==> config.mk <==
export PLATFORM = sky130hd
export DESIGN_NAME = vga_frame_reader
export DESIGN_NICKNAME = d
export VERILOG_FILES = /design/src/rtl/vga_pkg.sv /design/src/rtl/vga_timing.sv /design/src/rtl/vga_frame_reader.sv
export SDC_FILE = /design/constraint.sdc
export NUM_CORES = 1
export LEC_CHECK = 0
export ABC_AREA = 0
export CORE_MARGIN = 10
export CORE_UTILIZATION = 35
export CTS_BUF_LIST = sky130_fd_sc_hd__clkbuf_4
export CTS_CLUSTER_SIZE = 12
export DETAILED_ROUTE_END_ITERATION = 7
export PLACE_DENSITY_LB_ADDON = 0.25
export RECOVER_POWER = 50
export SYNTH_ARGS = -nofsm -noshare
export SYNTH_HDL_FRONTEND = slang
export SYNTH_SLANG_ARGS = --single-unit
==> constraint.sdc <==
create_clock -name i_clk -period 2.2 [get_ports i_clk]
set_input_delay 0.44 -clock i_clk [delete_from_list [all_inputs] [get_ports i_clk]]
set_output_delay 0.44 -clock i_clk [all_outputs]
set_load 0.01 [all_outputs]
==> src/rtl/vga_pkg.sv <==
// vga_pkg: 640x480@60 timing constants, line/frame phase type, 10-bit colour
// type and the helpers that unpack FIFO words and build the test-pattern bars.
package vga_pkg;

    localparam int H_ACTIVE   = 640;
    localparam int H_FP_LEN   = 16;
    localparam int H_SYNC_LEN = 96;
    localparam int H_BP_LEN   = 48;
    localparam int H_TOTAL    = H_ACTIVE + H_FP_LEN + H_SYNC_LEN + H_BP_LEN;

    localparam int V_ACTIVE   = 480;
    localparam int V_FP_LEN   = 10;
    localparam int V_SYNC_LEN = 2;
    localparam int V_BP_LEN   = 33;
    localparam int V_TOTAL    = V_ACTIVE + V_FP_LEN + V_SYNC_LEN + V_BP_LEN;

    // Wide enough for both H_TOTAL (800) and V_TOTAL (525)
    localparam int CNT_W = 10;

    // Phase of a line; the vertical FSM reuses the same four phases per frame
    typedef enum logic [1:0] {
        H_ACT  = 2'd0,
        H_FP   = 2'd1,
        H_SYNC = 2'd2,
        H_BP   = 2'd3
    } h_phase_t;

    typedef struct packed {
        logic [9:0] r;
        logic [9:0] g;
        logic [9:0] b;
    } rgb10_t;

    // FIFO1 = {x, G[9:5], B[9:0]}, FIFO2 = {x, G[4:0], R[9:0]}; bit 15 is don't-care
    function automatic rgb10_t unpack_rgb(input logic [15:0] d1, input logic [15:0] d2);
        rgb10_t p;
        p.r = d2[9:0];
        p.g = {d1[14:10], d2[14:10]};
        p.b = d1[9:0];
        return p;
    endfunction

    // Full-scale colour of bar 0..7: white, yellow, cyan, green, magenta, red, blue, black
    function automatic logic [23:0] bar_rgb(input logic [2:0] bar);
        logic [2:0] m;
        case (bar)
            3'd0:    m = 3'b111;
            3'd1:    m = 3'b110;
            3'd2:    m = 3'b011;
            3'd3:    m = 3'b010;
            3'd4:    m = 3'b101;
            3'd5:    m = 3'b100;
            3'd6:    m = 3'b001;
            default: m = 3'b000;
        endcase
        return {{8{m[2]}}, {8{m[1]}}, {8{m[0]}}};
    endfunction

endpackage

==> src/rtl/vga_timing.sv <==
// vga_timing: pixel/line counters plus horizontal and vertical phase FSMs.
// Produces raw (undelayed) active, in-sync flags and the last-pixel-of-frame strobe.
module vga_timing
    import vga_pkg::*;
#(
    parameter int H_ACTIVE_PX = H_ACTIVE,
    parameter int H_FP_PX     = H_FP_LEN,
    parameter int H_SYNC_PX   = H_SYNC_LEN,
    parameter int H_BP_PX     = H_BP_LEN,
    parameter int V_ACTIVE_LN = V_ACTIVE,
    parameter int V_FP_LN     = V_FP_LEN,
    parameter int V_SYNC_LN   = V_SYNC_LEN,
    parameter int V_BP_LN     = V_BP_LEN
)(
    input  logic             clk,
    input  logic             rst_n,
    output logic [CNT_W-1:0] h_cnt,
    output logic             active,
    output logic             h_sync,
    output logic             v_sync,
    output logic             frame_end
);

    localparam int HT = H_ACTIVE_PX + H_FP_PX + H_SYNC_PX + H_BP_PX;
    localparam int VT = V_ACTIVE_LN + V_FP_LN + V_SYNC_LN + V_BP_LN;

    localparam logic [CNT_W-1:0] H_ACT_END  = CNT_W'(H_ACTIVE_PX - 1);
    localparam logic [CNT_W-1:0] H_FP_END   = CNT_W'(H_ACTIVE_PX + H_FP_PX - 1);
    localparam logic [CNT_W-1:0] H_SYNC_END = CNT_W'(H_ACTIVE_PX + H_FP_PX + H_SYNC_PX - 1);
    localparam logic [CNT_W-1:0] H_LAST     = CNT_W'(HT - 1);
    localparam logic [CNT_W-1:0] V_ACT_END  = CNT_W'(V_ACTIVE_LN - 1);
    localparam logic [CNT_W-1:0] V_FP_END   = CNT_W'(V_ACTIVE_LN + V_FP_LN - 1);
    localparam logic [CNT_W-1:0] V_SYNC_END = CNT_W'(V_ACTIVE_LN + V_FP_LN + V_SYNC_LN - 1);
    localparam logic [CNT_W-1:0] V_LAST     = CNT_W'(VT - 1);

    logic [CNT_W-1:0] v_cnt;
    h_phase_t         h_ph, h_ph_nxt;
    h_phase_t         v_ph, v_ph_nxt;
    logic             line_end;

    assign line_end  = (h_cnt == H_LAST);
    assign frame_end = line_end && (v_cnt == V_LAST);
    assign active    = (h_ph == H_ACT) && (v_ph == H_ACT);
    assign h_sync    = (h_ph == H_SYNC);
    assign v_sync    = (v_ph == H_SYNC);

    // Raster counters: h wraps every line and advances v, v wraps every frame
    always_ff @(posedge clk) begin
        if (!rst_n) begin
            h_cnt <= '0;
            v_cnt <= '0;
        end else begin
            h_cnt <= line_end ? '0 : h_cnt + 1'b1;
            if (line_end)
                v_cnt <= (v_cnt == V_LAST) ? '0 : v_cnt + 1'b1;
        end
    end

    // Phase state registers, kept in step with the counters
    always_ff @(posedge clk) begin
        if (!rst_n) begin
            h_ph <= H_ACT;
            v_ph <= H_ACT;
        end else begin
            h_ph <= h_ph_nxt;
            v_ph <= v_ph_nxt;
        end
    end

    // Horizontal phase advances on the last pixel of each phase
    always_comb begin
        h_ph_nxt = h_ph;
        case (h_ph)
            H_ACT:   if (h_cnt == H_ACT_END)  h_ph_nxt = H_FP;
            H_FP:    if (h_cnt == H_FP_END)   h_ph_nxt = H_SYNC;
            H_SYNC:  if (h_cnt == H_SYNC_END) h_ph_nxt = H_BP;
            H_BP:    if (line_end)            h_ph_nxt = H_ACT;
            default:                          h_ph_nxt = H_ACT;
        endcase
    end

    // Vertical phase advances only at end of line, on the last line of each phase
    always_comb begin
        v_ph_nxt = v_ph;
        if (line_end) begin
            case (v_ph)
                H_ACT:   if (v_cnt == V_ACT_END)  v_ph_nxt = H_FP;
                H_FP:    if (v_cnt == V_FP_END)   v_ph_nxt = H_SYNC;
                H_SYNC:  if (v_cnt == V_SYNC_END) v_ph_nxt = H_BP;
                H_BP:    if (v_cnt == V_LAST)     v_ph_nxt = H_ACT;
                default:                          v_ph_nxt = H_ACT;
            endcase
        end
    end

endmodule

==> src/rtl/vga_frame_reader.sv <==
// vga_frame_reader: VGA raster generator reading the SDRAM frame-buffer FIFOs.
// Requests one FIFO word pair per visible pixel, unpacks to 10-bit RGB and drives
// the DAC pins two cycles after the counter position they belong to.
// Optional build macro VGA_TEST_PATTERN_EN: with display disabled, show eight
// vertical colour bars instead of black.
module vga_frame_reader
    import vga_pkg::*;
#(
    parameter int H_ACTIVE_PX = H_ACTIVE,
    parameter int H_FP_PX     = H_FP_LEN,
    parameter int H_SYNC_PX   = H_SYNC_LEN,
    parameter int H_BP_PX     = H_BP_LEN,
    parameter int V_ACTIVE_LN = V_ACTIVE,
    parameter int V_FP_LN     = V_FP_LEN,
    parameter int V_SYNC_LN   = V_SYNC_LEN,
    parameter int V_BP_LN     = V_BP_LEN
)(
    input  logic        i_clk,
    input  logic        i_rst_n,
    input  logic        i_enable,
    input  logic [15:0] i_rd_data1,
    input  logic [15:0] i_rd_data2,
    output logic        o_rd_req,
    output logic        o_frame_start,
    output logic [7:0]  o_VGA_R,
    output logic [7:0]  o_VGA_G,
    output logic [7:0]  o_VGA_B,
    output logic        o_H_sync,
    output logic        o_V_sync,
    output logic        o_VGA_BLANK_N
);

    logic [CNT_W-1:0] h_cnt;
    logic             act, hs, vs, frame_end;
    logic             frame_en;
    logic             vld_p0, en_p0, hs_p0, vs_p0;
    rgb10_t           px;
    logic [23:0]      rgb_nxt;
    logic             unused_bits;

    vga_timing #(
        .H_ACTIVE_PX (H_ACTIVE_PX),
        .H_FP_PX     (H_FP_PX),
        .H_SYNC_PX   (H_SYNC_PX),
        .H_BP_PX     (H_BP_PX),
        .V_ACTIVE_LN (V_ACTIVE_LN),
        .V_FP_LN     (V_FP_LN),
        .V_SYNC_LN   (V_SYNC_LN),
        .V_BP_LN     (V_BP_LN)
    ) u_timing (
        .clk       (i_clk),
        .rst_n     (i_rst_n),
        .h_cnt     (h_cnt),
        .active    (act),
        .h_sync    (hs),
        .v_sync    (vs),
        .frame_end (frame_end)
    );

    // FIFO pops happen in the same cycle as the counter position so data lands one cycle later
    assign o_rd_req      = frame_en & act;
    assign o_frame_start = frame_end;
    assign px            = unpack_rgb(i_rd_data1, i_rd_data2);

    // Display enable is only re-sampled on the last pixel so a frame is never torn
    always_ff @(posedge i_clk) begin
        if (!i_rst_n)
            frame_en <= 1'b0;
        else if (frame_end)
            frame_en <= i_enable;
    end

    // stage p0: control for the pixel whose FIFO words are on the inputs next cycle
    always_ff @(posedge i_clk) begin
        if (!i_rst_n) begin
            vld_p0 <= 1'b0;
            en_p0  <= 1'b0;
            hs_p0  <= 1'b0;
            vs_p0  <= 1'b0;
        end else begin
            vld_p0 <= act;
            en_p0  <= frame_en;
            hs_p0  <= hs;
            vs_p0  <= vs;
        end
    end

`ifdef VGA_TEST_PATTERN_EN
    localparam int BAR_W = H_ACTIVE_PX / 8;

    logic [2:0] bar_idx, bar_p0;

    // Which of the eight equal-width bars the current column falls in
    always_comb begin
        bar_idx = '0;
        for (int i = 1; i < 8; i++)
            if (h_cnt >= CNT_W'(i * BAR_W))
                bar_idx = 3'(i);
    end

    // stage p0: bar index travels with the pixel's control bits
    always_ff @(posedge i_clk) begin
        if (!i_rst_n)
            bar_p0 <= '0;
        else
            bar_p0 <= bar_idx;
    end
`endif

    // Pixel colour: FIFO data when displaying, otherwise black (or bars when enabled)
    always_comb begin
        rgb_nxt = '0;
        if (vld_p0 && en_p0)
            rgb_nxt = {px.r[9:2], px.g[9:2], px.b[9:2]};
`ifdef VGA_TEST_PATTERN_EN
        else if (vld_p0)
            rgb_nxt = bar_rgb(bar_p0);
`endif
    end

    // stage p1: pin registers, sync/blank aligned with colour
    always_ff @(posedge i_clk) begin
        if (!i_rst_n) begin
            o_VGA_R       <= '0;
            o_VGA_G       <= '0;
            o_VGA_B       <= '0;
            o_H_sync      <= 1'b1;
            o_V_sync      <= 1'b1;
            o_VGA_BLANK_N <= 1'b0;
        end else begin
            {o_VGA_R, o_VGA_G, o_VGA_B} <= rgb_nxt;
            o_H_sync      <= ~hs_p0;
            o_V_sync      <= ~vs_p0;
            o_VGA_BLANK_N <= vld_p0;
        end
    end

    // Word bit 15, the two dropped LSBs per channel and the column count (bars only) go nowhere
    assign unused_bits = ^{i_rd_data1[15], i_rd_data2[15], px.r[1:0], px.g[1:0], px.b[1:0], h_cnt};

endmodule

==> metrics.md <==
| Metric | Value |
|---|---|
| Post-synth EDFFs | 0 |
| Worst setup SP type | flop |
| Clk pin slew, worst setup/hold paths | 150 ps |
| Nets@finish | 361 |
| Final total power | 1.57 mW |
| CP required | 1760 ps |
| Vias in the first global route | 1,651 |
| Hold_ws | 389 ps |
| CTS tree | built |
| Slew @ Worst Pin | 448 ps |
| LEAKAGE | 1.24 nW |
| Synthesized flop and latch total | 56 |
| DRT Pass-1 Iters | 4 |
| Horiz. Die Dim | 99.9 µm |
| Die Ht | 99.9 µm |
| Maximum vdd ir drop | 293 µV |
| Failing checks | setup timing |
| Io pins | 64 |
| Fmax | 0.452 GHz |
| Sequential Power Share | 65.4% |
| Share of the synthesized area in the top cell type | 50.1% |
| Clock Latency Late Sink | 370 ps |
| DRT Wirelength | 5200 µm |
| IO buf count | 55 |
| Async S/R FF share, synth | 0% |
| Fin crit period | 2210 ps |
| Dpl hpwl | 4040 µm |
| Num CTS Buffers | 5 |
| Mean Syn Cell Area | 9.89 µm² |
| Final setup margin | -11.4 ps |
| Layout area overhead | 41.1% |
| Initial Util | 35.6% |
| Max Transition Viols Final | 0 |
| Total GRT Usage | 10.0% |
| Cell area after synthesis | 2240 µm² |
| Int Power | 1.22 mW |
| Grt ovf | 0 |
| Post-synth cell types | 36 |
| Status | finished, violations left |
| Share of layout cells above drive strength 1 | 16.0% |
| H-tree depth | 2 |
| Clock Path Buffers | 2 |
| Root buf cell | clkbuf_4 |
| Max_cap viols | 0 |
| Die area | 9990 µm² |
| Initial antenna violation count | 0 |
| Final hold viol count | 0 |
| Final setup vio count | 1 |
| Critical Path AT | 1770 ps |
| Routed Antenna Nets | 0 |
| Vias | 1,795 |
| Clk pwr share | 29.5% |
| Routability congestion estimate | 0.785 |
| Drt drc | 0 |
| GRT busiest layer | met2 |
| Pwr Density | 496 nW/µm² |
| Sw power | 0.349 mW |
| Slowest cell delay on critical path | 460 ps |
| First-pass GRT wire length | 8220 µm |
| GR Layer Usage met1 | 11.8% |
| Dominant synthesized flop cell | dfxtp_1 |
| Worst-path fanout max | 2 |
| Row cnt | 29 |
| Ys Warns | 0 |
| Ant diodes | 0 |
| Worst Hold Class | flop to flop |
| Routed WL per cell | 13.3 µm |
| Vias/cell | 4.60 |
| WS Path Type | flop to primary output |
| Post-synthesis sequential area ratio | 50.1% |
| Crit-path slowest cell | or4_4 |
| Cells after synthesis | 226 |
| Met2 usage | 16.8% |
| Gate power share | 5.1% |
| Placed cells | 380 |
| Cell-by-cell trace of the critical path | or3_1, or4_4, nor2_4, buf_6 |
| CP Capture Type | primary output |
| CTS Hold Bufs | 0 |
| Final core utilization | 50.2% |
| RSZ-0062 raised after global routing | true |
| Dpl ws | -122 ps |
| Slew headroom | 69.8% |
| Mapped Nets | 275 |
| Fin crit share | 101% |
| Core area | 6280 µm² |
| GRT met3 Usage | 2.95% |
| Clk_skew | 8.76 ps |
| Largest net degree at the start of global routing | 18 |
| Top cells by area, synth | dfxtp_1 (50%), and2_1 (7.8%), ha_1 (7.8%) |
| Sw Share | 22.3% |
| Fin cells | 390 |
| Sink Count | 56 |
| First DRT Iteration DRCs | 90 |
| Biggest area consumer among synthesized cells | dfxtp_1 |
critical path: cells and delay by family (launching register included):
| kind | cells | cell delay, ps |
|---|---|---|
| buffers and inverters | 1 | 120 |
| AND/OR/NAND/NOR | 3 | 950 |
| flip-flops | 1 | 340 |
flip-flops by register name, indices dropped and copies added (netlist names):
signal	count
u_timing.v_ph	2
o_VGA_R	8
o_VGA_B	8
o_VGA_BLANK_N	1
u_timing.h_ph	2
o_V_sync	1
o_H_sync	1
frame_en	1
u_timing.h_cnt	10
hs_p0	1
o_VGA_G	8
u_timing.v_cnt	10
vs_p0	1
vld_p0	1
en_p0	1
placed cells by master, fill, tap and decap left out, drive strengths merged, types with 9 or more instances in the layout:
master,Yosys,routed
nor2,22,22
nand3,10,10
dfxtp,56,56
inv,11,11
nand2,14,14
xnor2,9,9
ha,14,14
clkdlybuf4s50,0,51
and2,28,28
buf,2,26
clkbuf,4,11
power by group through the flow:
stage                     registers (mW)  logic [mW]  clock network, mW
final                               1.02      0.0792              0.462
after global routing                1.03      0.0852              0.519
after CTS                           1.02      0.0822              0.482
after detailed placement            1.05      0.0821                  0
after global placement              1.05      0.0812                  0
after floorplan                     1.05      0.0153                  0
cell type report:
cell class	instances	area (µm²)
Fill cell	600	3120
Sequential cell	56	1130
Multi-Input combinational cell	153	1060
Timing Repair Buffer	85	764
Tap cell	77	96.3
Clock buffer	6	45.0
Inverter	11	41.3
Clock inverter	2	16.3
cell usage after synthesis (5+ instances only):
master    n
dfxtp_1  56
xnor2_1   9
inv_1    11
and3_1    8
nor2_1   22
and2_1   28
a21oi_1   6
ha_1     14
nand3_1  10
nand2_1  14
xor2_1    7
nand4_1   5
routing by layer:
metal | wire length, µm | vias to the layer above
met5 | 0 | -
met4 | 98 | 0
met3 | 245 | 7
met2 | 2660 | 32
met1 | 2200 | 832
li1 | - | 924
cell families (layout without fill, tap and decap cells):
group / count (synthesis) / count (layout) / share of synthesized area (%)
DFF: 56 / 56 / 50.1
buffers and inverters: 17 / 104 / 3.25
and+or+nand+nor: 105 / 105 / 26.1
muxes: 3 / 3 / 1.34
adders and majority gates: 14 / 14 / 7.83
AOI/OAI and AO/OA: 15 / 15 / 5.04
xor gates and xnor gates: 16 / 16 / 6.27
what timing repair did:
action,4_1_cts,5_1_grt
buffers inserted,0,2
pin swaps,1,5
gates resized for setup,13,7
setup endpoints to repair,2,3
through the flow:
step	TNS (ps)	instance area, µm²
2_1_floorplan	0	2240
3_3_place_gp	-126	3060
3_5_place_dp	-122	3060
4_1_cts	-66.8	3140
5_1_grt	-164	3150
6_report	-11.4	3150
path summary, 6_finish.rpt:
check	slack, ps	to	start	cells after the start
min reg2reg	390	o_V_sync	vs_p0	1
min	390	o_V_sync	vs_p0	1
max reg2reg	20	u_timing.v_ph[0]	u_timing.v_cnt[5]	6
max	-10	o_frame_start	u_timing.v_cnt[5]	4
Power figures use the tool's default switching activity.
